<file path="config.mk">
export PLATFORM = sky130hd
export DESIGN_NAME = semafor_sched
export DESIGN_NICKNAME = d
export VERILOG_FILES = /design/src/rtl/semafor_sched.sv
export SDC_FILE = /design/constraint.sdc
export NUM_CORES = 1
export LEC_CHECK = 0
export CAP_MARGIN = 20
export CORE_MARGIN = 8
export CORE_UTILIZATION = 43
export CTS_CLUSTER_SIZE = 40
export DETAILED_ROUTE_END_ITERATION = 12
export PLACE_DENSITY = 0.71
export SLEW_MARGIN = 20
export SYNTH_ARGS = -nofsm -noshare
export SYNTH_HDL_FRONTEND = slang
export SYNTH_SLANG_ARGS = --single-unit
export TNS_END_PERCENT = 30
</file>
<file path="constraint.sdc">
create_clock -name clk -period 2.2 [get_ports clk]
set_input_delay 0.33 -clock clk [delete_from_list [all_inputs] [get_ports clk]]
set_output_delay 0.33 -clock clk [all_outputs]
set_load 0.05 [all_outputs]
</file>
<file path="src/rtl/semafor_sched.sv">
// Mode scheduler for the two-way traffic light.
// Pedestrian requests, vehicle-density counts and a manual override are merged
// into one 2-bit mode select. The select changes only at a light-cycle wrap.
//
// Handshake note: there is no valid/ready pair here. cycle_wrap is a one-clock
// strobe and acts as the sole "decide now" event. ped_ack_a/ped_ack_b are
// one-clock strobes issued the clock after the deciding wrap. They are not
// back-pressured.
module semafor_sched #(
  parameter int PED_HOLD    = 1,
  parameter int DENS_THRESH = 8,
  parameter int CNT_W       = 8
) (
  input  logic       clk,
  input  logic       reset_n,
  input  logic       cycle_wrap,
  input  logic       ped_req_a,
  input  logic       ped_req_b,
  input  logic       veh_a,
  input  logic       veh_b,
  input  logic       manual_en,
  input  logic [1:0] manual_sel,
  output logic [1:0] sel_out,
  output logic       ped_ack_a,
  output logic       ped_ack_b,
  output logic [1:0] ped_pend,
  output logic [1:0] state
);

  typedef enum logic [1:0] {
    ST_AUTO   = 2'd0,
    ST_PED_A  = 2'd1,
    ST_PED_B  = 2'd2,
    ST_MANUAL = 2'd3
  } state_t;

  // The comparison is wide enough for both the counter and the threshold,
  // plus one carry bit, so cnt + DENS_THRESH can never wrap.
  localparam int CMP_W = ((CNT_W > 8) ? CNT_W : 8) + 1;
  localparam logic [CNT_W-1:0] CNT_MAX   = {CNT_W{1'b1}};
  localparam logic [3:0]       HOLD_INIT = 4'(PED_HOLD);
  localparam logic [CMP_W-1:0] THRESH    = CMP_W'(DENS_THRESH);

  state_t           state_q, state_d;
  logic [1:0]       sel_q, sel_d;
  logic             ack_a_q, ack_b_q;
  logic             pend_a_q, pend_a_d, pend_b_q, pend_b_d;
  logic             req_a_q, req_b_q;
  logic [CNT_W-1:0] cnt_a_q, cnt_a_d, cnt_b_q, cnt_b_d;
  logic [3:0]       hold_q, hold_d;
  logic             ptr_q, ptr_d;      // 0 = A was served last, 1 = B
  logic             rise_a, rise_b;
  logic             grant_a, grant_b;
  logic [CMP_W-1:0] cmp_a, cmp_b;
  logic             favour_a, favour_b;

  assign rise_a = ped_req_a & ~req_a_q;
  assign rise_b = ped_req_b & ~req_b_q;

  assign cmp_a    = CMP_W'(cnt_a_q);
  assign cmp_b    = CMP_W'(cnt_b_q);
  assign favour_a = (cmp_a >= (cmp_b + THRESH));
  assign favour_b = (cmp_b >= (cmp_a + THRESH));

  // Vehicle counters: saturate inside a window, restart at a wrap with the
  // wrap clock's own pulse so that pulse is not lost.
  always_comb begin
    cnt_a_d = cnt_a_q;
    cnt_b_d = cnt_b_q;
    if (cycle_wrap) begin
      cnt_a_d = CNT_W'(veh_a);
      cnt_b_d = CNT_W'(veh_b);
    end else begin
      if (veh_a && (cnt_a_q != CNT_MAX)) cnt_a_d = cnt_a_q + 1'b1;
      if (veh_b && (cnt_b_q != CNT_MAX)) cnt_b_d = cnt_b_q + 1'b1;
    end
  end

  // Mode decision FSM: next state, select, hold and pointer, evaluated only
  // in a wrap clock so a running light cycle is never disturbed.
  always_comb begin
    state_d = state_q;
    sel_d   = sel_q;
    hold_d  = hold_q;
    ptr_d   = ptr_q;
    grant_a = 1'b0;
    grant_b = 1'b0;
    if (cycle_wrap) begin
      if (manual_en) begin
        state_d = ST_MANUAL;
        sel_d   = (manual_sel == 2'b11) ? 2'b00 : manual_sel;
        hold_d  = 4'd0;
      end else if (((state_q == ST_PED_A) || (state_q == ST_PED_B)) &&
                   (hold_q > 4'd1)) begin
        hold_d = hold_q - 4'd1;
      end else if (pend_a_q || pend_b_q) begin
        // With both pending, serve the side the pointer did not serve last.
        if (pend_a_q && (!pend_b_q || ptr_q)) begin
          grant_a = 1'b1;
          state_d = ST_PED_A;
          sel_d   = 2'b10;
          ptr_d   = 1'b0;
          hold_d  = HOLD_INIT;
        end else begin
          grant_b = 1'b1;
          state_d = ST_PED_B;
          sel_d   = 2'b01;
          ptr_d   = 1'b1;
          hold_d  = HOLD_INIT;
        end
      end else begin
        state_d = ST_AUTO;
        hold_d  = 4'd0;
        if (favour_a)      sel_d = 2'b01;
        else if (favour_b) sel_d = 2'b10;
        else               sel_d = 2'b00;
      end
    end
  end

  // Request latches: a button edge in the same clock as its own grant is
  // absorbed, because the grant serves the person already waiting.
  always_comb begin
    pend_a_d = grant_a ? 1'b0 : (pend_a_q | rise_a);
    pend_b_d = grant_b ? 1'b0 : (pend_b_q | rise_b);
  end

  // All scheduler state registers, synchronous active-low reset.
  always_ff @(posedge clk) begin
    if (!reset_n) begin
      state_q  <= ST_AUTO;
      sel_q    <= 2'b00;
      ack_a_q  <= 1'b0;
      ack_b_q  <= 1'b0;
      pend_a_q <= 1'b0;
      pend_b_q <= 1'b0;
      req_a_q  <= 1'b0;
      req_b_q  <= 1'b0;
      cnt_a_q  <= '0;
      cnt_b_q  <= '0;
      hold_q   <= 4'd0;
      ptr_q    <= 1'b0;
    end else begin
      state_q  <= state_d;
      sel_q    <= sel_d;
      ack_a_q  <= grant_a;
      ack_b_q  <= grant_b;
      pend_a_q <= pend_a_d;
      pend_b_q <= pend_b_d;
      req_a_q  <= ped_req_a;
      req_b_q  <= ped_req_b;
      cnt_a_q  <= cnt_a_d;
      cnt_b_q  <= cnt_b_d;
      hold_q   <= hold_d;
      ptr_q    <= ptr_d;
    end
  end

  assign sel_out   = sel_q;
  assign ped_ack_a = ack_a_q;
  assign ped_ack_b = ack_b_q;
  assign ped_pend  = {pend_b_q, pend_a_q};
  assign state     = state_q;

endmodule

</file>
; ---- Word level (Yosys, flattened, before mapping)
; Cells that the tools add are included.
[word_totals]
ff_bits = 31
inputBits = 10
out_inout_bits = 8
elab_cells = 80
[op_classes]
add_sub_neg = 5
magnitude_cmp = 3
n_eq_ne = 6
muxes = 28
bitwise_logic = 9
n_reduce_logical = 15
[op_table]
columns = cell, count
row1 = $mux W2, 11
row2 = $add A8 B4 Y9 const B, 2
row3 = $ge A8 B9 Y1, 2
row4 = $add A8 B1 Y8 const B, 2
row5 = $ne A8 B8 Y1 const B, 2
row6 = $mux W1, 15
row7 = $mux W4, 2
row8 = $reduce_or A2 Y1, 3
row9 = $not A1 Y1, 5
row10 = $eq A2 B2 Y1 const B, 2
row11 = $gt A4 B1 Y1 const B, 1
row12 = $logic_and A1 B1 Y1, 4
row13 = $reduce_and A4 Y1, 1
row14 = $reduce_bool A2 Y1, 2
row15 = $sub A4 B1 Y4 const B, 1
row16 = $logic_or A1 B1 Y1, 3
row17 = $and A1 B1 Y1, 2
row18 = $eq A2 B1 Y1 const B, 1
row19 = $ne A2 B2 Y1 const B, 1
row20 = $or A1 B1 Y1, 2
row21 = $reduce_and A2 Y1, 1
row22 = $logic_not A1 Y1, 1

; ---- Logic depth before layout (Yosys ltp)
[depth]
ltp_word = 9
mapped_depth = 8
mapped_depth_nobuf = 8

; ---- Worst setup path after synthesis
; Ideal clock, no wire load.
[synth_path]
kind = register -> register
startpoint = register cnt_b_q[3]
endpoint = register sel_q[1], in the netlist sel_out[1]
setup_ps = 71
arrival_time_ps = 1807
t_required_ps = 2129
slack_ps = 322
stages_incl_launch_ff = 9
path_buffers = 0
synth_period_minus_slack_ps = 1878
path_cell_list = dfxtp_1 -> ha_1 -> nand3_1 -> xor2_1 -> ha_1 -> a211oi_1 -> nand4_1 -> a211oi_1 -> o2bb2ai_1
[synth_via]
elab_chain_len = 6
[synth_rtl]
columns = element, line
row1 = from (decl), 49  ; logic [CNT_W-1:0] cnt_a_q, cnt_a_d, cnt_b_q, cnt_b_d;
row2 = from (signal assigned), 153  ; cnt_b_q <= cnt_b_d;
row3 = $add A8 B4 Y9 or $ge A8 B9 Y1 (tied branches), "62, 63"
row4 = $ge A8 B9 Y1 or $mux W2 (tied branches), "62, 115"
row5 = $mux W2 *, 114  ; if (favour_a) sel_d = 2'b01;
row6 = $mux W2 *, 96  ; end else if (pend_a_q || pend_b_q) begin
row7 = $mux W2 *, 93  ; end else if (((state_q == ST_PED_A) || (state_q == ST_PED_B)) &&
row8 = $mux W2 *, 89  ; if (manual_en) begin
row9 = to (signal assigned), 145  ; sel_q <= sel_d;
row10 = to (decl), 45  ; logic [1:0] sel_q, sel_d;
; Every way passes the cells marked *; elsewhere a longest branch is shown, timed or not. The select of a mux whose other input is x is not followed.
; A chain may end at the register's enable or synchronous reset.

; ---- Worst setup path in the final report
[layout_path]
startpoint = register cnt_a_q[3]
endpoint = register sel_q[1], in the netlist sel_out[1]
[layout_via]
elab_chain_len = 7
[layout_rtl]
columns = element, line
row1 = from (decl), 49
row2 = from (signal assigned), 152  ; cnt_a_q <= cnt_a_d;
row3 = $add A8 B4 Y9, 63  ; assign favour_b = (cmp_b >= (cmp_a + THRESH));
row4 = $ge A8 B9 Y1, 63
row5 = $mux W2, 115  ; else if (favour_b) sel_d = 2'b10;
row6 = $mux W2 *, 114
row7 = $mux W2 *, 96
row8 = $mux W2 *, 93
row9 = $mux W2 *, 89
; Marks and branches as above.

==> qor.yml <==
hold_end: "pend_b_q"
worstPathArrival_ns: 2.17
cts_max_level: 2
tightest_slew_ns: 0.508
clkTransAtPathRegs_ns: 0.07
critPathMaxFanout: 6
ctsResizeCount: 0
hold_class: "reg -> reg"
clk_path_buf_depth: 2
synthArstFlopShare_pct: 0
layout.cells.non_filler: 305
final_util_pct: 52.6
syn_nets: 263
fin_skew_ns: 0.00587
critPathMaxStageDelay_ns: 0.43
rr_endpoint: "sel_out[1]"
finalCriticalPeriod_ns: 2.00
critPathBufInv: 0
vias: 1680
die_w_um: 83.5
yosys_register_bits: 31
crit_top_cell: "ha_1"
antenna_left: 0
cts_root_buf: "clkbuf_8"
yosys_warnings: 0
critPathRequiredTime_ns: 2.37
synth_edf_count: 0
synth_cells: 232
placed_cells: 297
cts_tree: "done"
timing.rr.start: "cnt_a_q[3]"
globalRouteMet3Util_pct: 3.32
diodes: 0
io_buffers: 17
grt_busiest_layer: "met2"
post-cts-setup-buffers: 0
drt_iter0_markers: 134
antenna_found_initial: 0
clock_sinks: 31
p_leak_nw: 0.900
r2r_slack_ns: 0.20
numCtsBuffers: 5
drc: 0
finalWirelength_um: 4290
start_util_pct: 44.7
crit_chain: "ha_1, nand3_1, xor2_1, ha_1, and3_1, a221o_1, o2bb2ai_1"
netlist_area_um2: 1960
max_freq_ghz: 0.499
yosysSeqAreaShare_pct: 31.7
drive_gt1_share_pct: 7.91
dieArea_um2: 6980
setup_tns_ns: 0
use_met1_pct: 16.1
dp_hpwl_um: 3250
layout.nets: 283
wl_per_cell_um: 14.1
drt-pass1-iter-count: 4
outcome: "finished clean"
ctsHoldBuffers: 0
holdPathStages: 2
io_pins: 18
min-delay-start: "req_b_q"
cap_violations: 0
hold_viol: 0
die_y_um: 83.5
grt_pass1_vias: 1545
gp_congestion: 0.860
vias_per_cell: 5.51
core-area_um2: 4380
rsz0062_at_grt: "false"
reg2reg_depth: 7
rows: 24
grt_pass1_wl_um: 7360
cp_slowest_cell: "dfxtp_1"
peakVddDrop_uv: 323
synthFlopType: "dfxtp_1"
syn_to_final_growth_pct: 17.7
end_kind: "register"
p_per_area_nw_per_um2: 591
grt_remaining_overflow: 0
cpLargestDelayFamily: "adder cells"
finalCritPeriodShare_pct: 91.1
ys_types: 50
crit_type: "reg -> reg"
maxSlewViolCount: 0
grt_max_degree: 15
critPathLaunchType: "register"
setup_violations: 0
grt_util_met2_pct: 19.4
slew_headroom_pct: 66.1
synth_area_per_cell_um2: 8.45
clk_latency_ns: 0.28
grtUsageTotal_pct: 12.6
-- worst register-to-register path, cell delays in order, from the launching register on --
cell	delay [ns]
dfxtp_1	0.43
ha_1	0.26
nand3_1	0.11
xor2_1	0.18
ha_1	0.30
and3_1	0.17
a221o_1	0.32
o2bb2ai_1	0.12
-- registers in the layout, summed over array words and instances (netlist names) --
signal,cells
cnt_a_q,8
cnt_b_q,8
hold_q,4
ped_ack_a,1
ped_ack_b,1
pend_a_q,1
pend_b_q,1
ptr_q,1
req_a_q,1
req_b_q,1
sel_out,2
state,2
-- report_power, final --
| part | switching [W] | leakage (nW) | internal, W |
|---|---|---|---|
| combinational | 0.000109 | 0.587 | 0.0000730 |
| sequential | 0.0000198 | 0.253 | 0.000579 |
| clock | 0.000216 | 0.0612 | 0.000366 |
-- layout make-up --
cell class | count | area [um^2]
Inverter | 16 | 60.1
Multi-Input combinational cell | 176 | 1240
Clock buffer | 6 | 82.6
Timing Repair Buffer | 22 | 208
Sequential cell | 31 | 621
Clock inverter | 2 | 35.0
Tap cell | 52 | 65.1
Fill cell | 404 | 2080
-- metrics by stage --
| step | hold WS, ns | setup WS [ns] | power (W) | cell area [um^2] |
|---|---|---|---|---|
| after floorplan | 0.452 | 0.322 | 0.000731 | 1960 |
| after global placement | 0.476 | 0.270 | 0.000791 | 2190 |
| after detailed placement | 0.485 | 0.221 | 0.000793 | 2190 |
| after CTS | 0.495 | 0.206 | 0.00137 | 2310 |
| after global routing | 0.523 | 0.0466 | 0.00143 | 2310 |
| final | 0.496 | 0.196 | 0.00136 | 2310 |
-- cell usage after synthesis (3+ instances only) --
cell type	n	area share [%]
dfxtp_1	31	32
o21ai_0	6	1.5
nor2b_1	3	0.96
nor2_1	26	5.0
nand2b_1	4	1.3
a21oi_1	11	2.8
clkbuf_1	4	0.77
a211oi_1	4	1.5
xor2_1	9	4.0
and3_1	6	1.9
inv_1	15	2.9
nand4_1	4	1.3
nand2_1	13	2.5
xnor2_1	5	2.2
nor3_1	7	1.8
mux2i_1	3	1.5
nand3_1	13	3.3
ha_1	21	13
and2_1	4	1.3
a31oi_1	5	1.6
-- cells in the final DEF (no fill, tap or decap), types with 2 or more instances in the layout --
master	netlist	final
dfxtp_1	31	31
nor2_1	26	26
ha_1	21	21
clkdlybuf4s50_1	0	17
inv_1	15	15
nand3_1	13	13
nand2_1	13	13
a21oi_1	11	11
xor2_1	9	9
nor3_1	7	7
and3_1	6	6
o21ai_0	6	6
clkbuf_8	0	6
xnor2_1	5	5
a31oi_1	5	5
buf_4	2	5
and2_1	4	4
a211oi_1	4	4
nand2b_1	4	4
nand4_1	4	4
mux2i_1	3	3
nor2b_1	3	3
o21a_1	2	2
o221a_2	2	2
a21o_1	2	2
a311oi_1	2	2
o32ai_1	2	2
o31ai_1	2	2
-- worst max path at each step --
stage	start	end	cells after the start
CTS	cnt_a_q[3]	sel_out[1]	7
floorplan	cnt_b_q[3]	sel_out[1]	8
global route	cnt_b_q[4]	sel_out[1]	8
finish	cnt_a_q[3]	sel_out[1]	7
detailed placement	cnt_a_q[3]	sel_out[1]	7
global placement	cnt_b_q[4]	sel_out[1]	8
-- cell families after synthesis --
group	synth area share [%]
multiplexers	1.53
XOR/XNOR	7.08
AND/OR/NAND/NOR	21.9
adder cells (fa/ha/maj)	13.4
buffers and inverters	5.30
AO/OA/AOI/OAI	19.1
flip-flops	31.7
-- per-layer routing --
metal  wire length (um)  up-vias
li1                   -      875
met1               2090      772
met2               1980       31
met3                178        2
met4                 43        0
met5                  0        -
Power figures use the tool's default switching activity.
